### src/rtl/display_pkg.sv
// Shared types and constants for the display value encoder: FSM states,
// seven-segment patterns (bit 6 = a ... bit 0 = g, active-high) and the BCD step helper.
package display_pkg;

  typedef enum logic [1:0] {
    ST_IDLE   = 2'd0,
    ST_SHIFT  = 2'd1,
    ST_ENCODE = 2'd2
  } state_t;

  localparam logic [6:0] SEG_BLANK = 7'b0000000;
  localparam logic [6:0] SEG_MINUS = 7'b0000001;

  // Entry n is the pattern for decimal digit n.
  localparam logic [9:0][6:0] SEG_DIGITS = {
    7'b1111011,  // 9
    7'b1111111,  // 8
    7'b1110000,  // 7
    7'b1011111,  // 6
    7'b1011011,  // 5
    7'b0110011,  // 4
    7'b1111001,  // 3
    7'b1101101,  // 2
    7'b0110000,  // 1
    7'b1111110   // 0
  };

  localparam int BCD_W = 12;

  // Double-dabble correction: add 3 to every BCD nibble that is 5 or more.
  function automatic logic [BCD_W-1:0] dabble_adjust(input logic [BCD_W-1:0] bcd);
    logic [BCD_W-1:0] res;
    res = bcd;
    for (int i = 0; i < BCD_W / 4; i++) begin
      if (bcd[i*4 +: 4] >= 4'd5) begin
        res[i*4 +: 4] = bcd[i*4 +: 4] + 4'd3;
      end
    end
    return res;
  endfunction

endpackage

### src/rtl/seg7_encode.sv
// Combinational BCD digit to seven-segment pattern; non-decimal nibbles are blank.
module seg7_encode
  import display_pkg::*;
(
  input  logic [3:0] bcd,
  output logic [6:0] seg
);

  always_comb begin
    seg = SEG_BLANK;
    case (bcd)
      4'd0: seg = SEG_DIGITS[0];
      4'd1: seg = SEG_DIGITS[1];
      4'd2: seg = SEG_DIGITS[2];
      4'd3: seg = SEG_DIGITS[3];
      4'd4: seg = SEG_DIGITS[4];
      4'd5: seg = SEG_DIGITS[5];
      4'd6: seg = SEG_DIGITS[6];
      4'd7: seg = SEG_DIGITS[7];
      4'd8: seg = SEG_DIGITS[8];
      4'd9: seg = SEG_DIGITS[9];
      default: seg = SEG_BLANK;
    endcase
  end

endmodule

### src/rtl/display_value_encoder.sv
// Converts a byte (optionally two's complement) into sign/hundreds/tens/units
// segment patterns using an 8-step double-dabble, then a single encode cycle.
module display_value_encoder
  import display_pkg::*;
#(
  parameter int BLANK_LEADING = 1
) (
  input  logic       clk,
  input  logic       rst_n,
  input  logic       load,
  input  logic [7:0] value,
  input  logic       signed_mode,
  output logic [6:0] b1,
  output logic [6:0] b2,
  output logic [6:0] b3,
  output logic [6:0] b4,
  output logic       busy,
  output logic       done,
  output logic [1:0] fsm_state
);

  // Handshake: load is a level request sampled only while idle (busy=0);
  // busy rises on the accepting edge and done pulses for one cycle when
  // b1..b4 take new values. Requests seen while busy are dropped, not queued.

  state_t           state;
  logic [7:0]       bin;
  logic [BCD_W-1:0] bcd;
  logic [2:0]       step;
  logic             neg;

  logic [7:0]       mag;
  logic [BCD_W-1:0] adj;
  logic [6:0]       seg_h;
  logic [6:0]       seg_t;
  logic [6:0]       seg_u;
  logic             hund_zero;
  logic             tens_zero;
  logic [6:0]       next_b2;
  logic [6:0]       next_b3;

  // Negating 8'h80 wraps back to 8'h80, which read as unsigned is 128.
  assign mag = (signed_mode && value[7]) ? (~value + 8'd1) : value;
  assign adj = dabble_adjust(bcd);

  seg7_encode u_hund (.bcd(bcd[11:8]), .seg(seg_h));
  seg7_encode u_tens (.bcd(bcd[7:4]),  .seg(seg_t));
  seg7_encode u_unit (.bcd(bcd[3:0]),  .seg(seg_u));

  assign hund_zero = (bcd[11:8] == 4'd0);
  assign tens_zero = (bcd[7:4] == 4'd0);
  assign next_b2   = ((BLANK_LEADING != 0) && hund_zero) ? SEG_BLANK : seg_h;
  assign next_b3   = ((BLANK_LEADING != 0) && hund_zero && tens_zero) ? SEG_BLANK : seg_t;

  assign fsm_state = state;

  always_ff @(posedge clk or negedge rst_n) begin
    if (!rst_n) begin
      state <= ST_IDLE;
      bin   <= 8'd0;
      bcd   <= '0;
      step  <= 3'd0;
      neg   <= 1'b0;
      b1    <= SEG_BLANK;
      b2    <= SEG_BLANK;
      b3    <= SEG_BLANK;
      b4    <= SEG_BLANK;
      busy  <= 1'b0;
      done  <= 1'b0;
    end else begin
      done <= 1'b0;
      case (state)
        ST_IDLE: begin
          if (load) begin
            bin   <= mag;
            bcd   <= '0;
            step  <= 3'd0;
            neg   <= signed_mode & value[7];
            busy  <= 1'b1;
            state <= ST_SHIFT;
          end
        end
        ST_SHIFT: begin
          bcd  <= {adj[BCD_W-2:0], bin[7]};
          bin  <= {bin[6:0], 1'b0};
          step <= step + 3'd1;
          if (step == 3'd7) begin
            state <= ST_ENCODE;
          end
        end
        ST_ENCODE: begin
          b1    <= neg ? SEG_MINUS : SEG_BLANK;
          b2    <= next_b2;
          b3    <= next_b3;
          b4    <= seg_u;
          done  <= 1'b1;
          busy  <= 1'b0;
          state <= ST_IDLE;
        end
        default: begin
          state <= ST_IDLE;
          busy  <= 1'b0;
        end
      endcase
    end
  end

endmodule
### config.mk
export PLATFORM = sky130hd
export DESIGN_NAME = display_value_encoder
export DESIGN_NICKNAME = d
export VERILOG_FILES = /design/src/rtl/display_pkg.sv /design/src/rtl/seg7_encode.sv /design/src/rtl/display_value_encoder.sv
export SDC_FILE = /design/constraint.sdc
export NUM_CORES = 1
export LEC_CHECK = 0
export CAP_MARGIN = 20
export CORE_ASPECT_RATIO = 1.25
export CORE_MARGIN = 2
export CORE_UTILIZATION = 35
export DETAILED_ROUTE_END_ITERATION = 8
export SKIP_LAST_GASP = 1
export SLEW_MARGIN = 25
export SYNTH_ARGS = -nofsm -noshare
export SYNTH_HDL_FRONTEND = slang
export SYNTH_SLANG_ARGS = --single-unit
export TNS_END_PERCENT = 100
### constraint.sdc
create_clock -name clk -period 1.9 [get_ports clk]
set_input_delay 0.38 -clock clk [delete_from_list [all_inputs] [get_ports clk]]
set_output_delay 0.38 -clock clk [all_outputs]
set_load 0.02 [all_outputs]
# Word-level counts from Yosys, hierarchy flattened
# Memory sizes are Yosys's and may differ from the RTL's. A register that Yosys moved wholly into a read port is not among the register bits.
# Cells that the tools add are included.
op_classes:
  add_sub_neg: 5
  order_cmp: 3
  eq_ne: 5
  mux: 19
  bitwise_logic: 3
  reduce_logical: 11
op_table:
  columns: ["operator", "count"]
  rows:
  - ["one-hot mux 12 bit (2 select lines)", 1]
  - ["two-way mux 8 bit", 2]
  - ["one-hot mux 8 bit (2 select lines)", 1]
  - ["two-way mux 7 bit", 2]
  - ["greater-or-equal comparator 4 x 3 -> 1 bit (second input constant)", 3]
  - ["two-way mux 12 bit", 1]
  - ["adder 4 x 2 -> 4 bit (second input constant)", 2]
  - ["adder 8 x 1 -> 8 bit (second input constant)", 1]
  - ["zero test 4 bit", 2]
  - ["two-way mux 4 bit", 2]
  - ["inverter 8 bit", 1]
  - ["AND reduction 2 bit", 4]
  - ["two-way mux 3 bit", 2]
  - ["one-hot mux 3 bit (2 select lines)", 1]
  - ["two-way mux 2 bit", 2]
  - ["inequality test 2 bit (second input constant)", 2]
  - ["one-hot mux 2 bit (2 select lines)", 1]
  - ["adder 3 x 1 -> 3 bit (second input constant)", 1]
  - ["adder 3 x 2 -> 3 bit (second input constant)", 1]
  - ["== test 3 bit (second input constant)", 1]
  - ["two-way mux 1 bit", 3]
  - ["== test 2 x 1 -> 1 bit (second input constant)", 1]
  - ["== test 2 bit (second input constant)", 1]
  - ["logical AND 1 bit", 2]
  - ["6 further kinds", 6]
word_totals:
  register_bits: 49
  mem_bits_ro: 336
  output_inout_bits: 32
  word_cells: 59
  n_memories: 3
memory_table:
  columns: ["name", "words", "word_bits", "read_ports", "rd_ports_with_merged_regs", "wr", "line_no", "text"]
  rows:
  - ["(name not given)", 16, 7, 1, 0, 0, "seg7_encode.sv:11", "case (bcd)"]
  - ["(name not given)", 16, 7, 1, 0, 0, "seg7_encode.sv:11", null]
  - ["(name not given)", 16, 7, 1, 1, 0, "seg7_encode.sv:11", null]

# Logic depth before layout (Yosys ltp)
logic_depth:
  word_depth: 5
  ltp_mapped: 6
  depth_no_buf: 6

# By module
# A second synthesis with hierarchy kept.
hier_totals:
  hier_cells: 315
  area_unflattened_um2: 3020.4
modules_own_cells:
  columns: ["mod", "instances", "cells_each", "area_each_um2", "seq_area_each_um2"]
  rows:
  - ["display_value_encoder", 1, 233, 2381.0, 1251.2]
  - ["seg7_encode at u_hund ...", 2, 28, 219.0, 0.0]
  - ["seg7_encode at u_unit", 1, 26, 201.4, 0.0]

# Worst setup path after synthesis
# Ideal clock, no wire load.
synth_timing:
  path_kind: "reg-to-reg"
  from: "register bcd[1]"
  to: "register bcd[2]"
  arrival_ns: 1.594
  slack_ns: 0.224
  stages_incl_launch_ff: 7
  n_path_buf: 0
  period_less_slack_ns: 1.676
  path_cell_list: "dfrtp_1 -> inv_1 -> ha_1 -> nand2b_1 -> a21oi_1 -> mux2_2 -> o22ai_1"
synth_via:
  elab_chain_cells: 3
synth_rtl:
  columns: ["item", "line_no", "text"]
  rows:
  - ["start, declared", "display_value_encoder.sv:28", "logic [BCD_W-1:0] bcd;"]
  - ["start signal, assigned", "display_value_encoder.sv:84", "bcd <= {adj[BCD_W-2:0], bin[7]};"]
  - ["adder 4 x 2 -> 4 bit or greater-or-equal comparator 4 x 3 -> 1 bit (tied branches)", "display_pkg.sv:36, display_pkg.sv:35", null]
  - ["two-way mux 4 bit *", "display_pkg.sv:35", "if (bcd[i*4 +: 4] >= 4'd5) begin"]
  - ["one-hot mux 12 bit (2 select lines) *", "display_value_encoder.sv:72", "case (state)"]
# Mark *: on every way between the ends. The rest lies on a longest branch, timed or not.
# A chain may end at the register's enable or synchronous reset.

# Worst setup path after layout
layout_timing:
  from: "register state[1] (netlist: fsm_state[1])"
  to: "output fsm_state[1]"
layout_rtl:
  columns: ["item", "line_no", "text"]
  rows:
  - ["start, declared", "display_value_encoder.sv:26", "state_t state;"]
  - ["start signal, assigned", "display_value_encoder.sv:59", "state <= ST_IDLE;"]
  - ["start signal, assigned", "display_value_encoder.sv:80", "state <= ST_SHIFT;"]
  - ["start signal, assigned", "display_value_encoder.sv:88", "state <= ST_ENCODE;"]
  - ["end, declared", "display_value_encoder.sv:19", "output logic [1:0] fsm_state"]
# No word-level cell between the ends.

==> results.md <==
* Worst Path Max Fanout at 7
* H-tree depth at 2
* IO buf count at 37
* Final WL at 5.60 mm
* Routed wire per std cell at around 13 µm
* CTS tree: yes
* Later-pin clock latency in the skew report at 310 ps
* Yosys warns at 0
* CP cell instances: clkdlybuf4s50_1
* Detailed-route via count at 2149
* Layout cell share with drive strength beyond 1 at 11.3%
* Slew HR at between 60% and 70%
* Top Ports at 44
* Seq cells post-synth at 50
* Final #Nets at 369
* Reg area at ~1300 µm²
* Most frequent cells in the layout: 50 x dfrtp_1, 36 x clkdlybuf4s50_1, 32 x nand2_1, 27 x o21ai_0, 22 x ha_1
* Drt drc at 0
* Hold slack at 17.9 ps
* # Post-CTS Setup Buffers at 0
* Final setup TNS at 0 ps
* Filler cells at approximately 800
* Largest net degree at the start of global routing at 22
* Multi-input logic area at between 1000 and 1500 µm²
* Worst reg2reg path depth at 6
* Max clock buf depth at 2
* PostCTS Resize Cnt at 0
* Slew Limit Fails at 0
* Most common cell after layout, fill and taps aside: dfrtp_1
* Avg Cell Area, Syn at 9.83 µm²
* Global Route Usage Sum at a little over an eighth
* Worst setup EP type: output port
* Worst-path cell with the longest stage delay: clkdlybuf4s50_1
* Peak Freq at 549 MHz
* Area grow syn2layout at 21.4%
* Non-Filler Instances at around 430
* CP max stage delay at around 650 ps
* DP Cell Count at between 400 and 500
* Post-synth top flop: dfrtp_1
* Die area at roughly 8900 µm²
* Iter 0 DRT Violations at roughly 110
* CP bufs+invs at 1
* Util after Layout at 44.0%
* Required time worst endpoint at around 1500 ps
* Post-DP HPWL at approximately 4.2 mm
* Cell Rows at 36
* Worst slew pin tran at ~500 ps
* Max-cap violations at 0
* Clock root cell: clkbuf_8
* Syn Inst Count at 289
* GRT overflow at 0
* Antenna violations before repair at 0
* First-pass GRT wire length at just under 10 mm
* Synth Cell Area at ~2800 µm²
* Critical path arrival at 1440 ps
* Top delay family on crit path: buffers and inverters
* Post-synthesis sequential area ratio at around 44%
* Vias in the first global route at between 2k and 2.5k
* Initial Util at a little over a third
* Placer Congestion at roughly 0.78
* Core Footprint at 7840 µm²
* Post-synth EDFFs at 0
* Clock Sinks at 50
* Min-delay worst type: in2async
* Final Hold Viols at 0
* Status: finished clean
* Via/cell ratio at approximately 5
* Reg-to-reg setup timing slack at approximately 160 ps
* Cell depth of the worst setup path at 1
* TritonCTS Buffers at 5
* Clk_skew at about 13 ps
* Routed Antenna Nets at 0
* Count of hold-fix buffers inserted at cts at 0
* Dpl ws at ~180 ps
* Antenna diode count at 0
* Clk slew on worst S/H paths at ~100 ps
* Unique cell type count in the Yosys netlist at 43
* Crit path launch type: flip-flop
* Leakage at 1.56 nW
* Die W at between 80 and 90 µm
* Crit Path Class: reg2out
* PnR worst setup slack at around 77 ps
* RSZ-0062 raised after global routing: no
* Crit share post-route at between 90% and 100%
* Tmin final at approximately 1800 ps
* VDD IR max at about 660 µV
* Die Ht at about 100 µm
* Pwr Density at approximately 1600 nW/µm²
* Asr flop ratio synth at 100%
* Final setup fails at 0
* TritonRoute pass-1 iters at 4
[synthesized netlist by cell type (all sizes together) (7+ instances only)]
master	instances	area share, %
xnor2	8	2.5
nand2	33	4.4
ha	22	9.7
o21ai	28	5.1
nand2b	9	2.2
dfrtp	50	44
a21oi	20	3.5
nor2	14	1.9
o22ai	7	1.5
inv	14	1.9
buf	20	4.8
o31ai	7	1.9
[sequential cells by signal (all words and copies together), names as in the netlist]
register,count
b4,7
step,3
bin,8
fsm_state,2
b2,7
bcd,12
neg,1
busy,1
done,1
b3,7
b1,1
[cell families after synthesis]
group,after synthesis,share of synthesized area [%]
buffers and inverters,35,6.83
and+or+nand+nor,73,12.4
other,1,0.132
muxes,10,3.74
AOI/OAI and AO/OA,88,20.0
xor gates and xnor gates,10,3.08
DFF,50,44.1
adders and majority gates,22,9.69
[layer usage]
metal	part of all wire [%]	wire, µm	GRT usage (%)	vias up
met2	49	2770	21.9	43
met1	46	2590	17.6	1013
met3	2.9	160	2.53	5
met4	1.6	87	4.42	0
met5	0	0	0	-
li1	-	-	-	1088
[stage by stage]
stage                     power [W]  instance area, µm²
after CTS                   0.00555                3450
after floorplan             0.00381                2860
after global placement      0.00471                3340
after global routing        0.00598                3450
final                       0.00549                3450
after detailed placement    0.00477                3340
[where the power goes]
group / switching, W / internal (W)
registers: 0.000402 / 0.00149
clock network: 0.000363 / 0.000393
logic: 0.00146 / 0.00138
total: 0.00223 / 0.00326
[path summary, 6_finish.rpt]
kind,start,endpoint
min in group clk,b3[2],b3[2]
hold reg to reg,b3[2],b3[2]
setup reg to reg,bcd[9],b3[5]
setup / recovery,fsm_state[1],fsm_state[1]
max in group asynchronous,rst_n,bcd[0]
hold / removal,rst_n,bcd[5]
[area by class of cell]
class	count	share of cell area [%]
Tap cell	95	3.45
Clock buffer	6	2.11
Sequential cell	50	36.3
Multi-Input combinational cell	209	41.0
Inverter	14	1.52
Timing Repair Buffer	55	14.5
Clock inverter	2	1.09
Note: power is estimated with default switching activity, not from simulation.
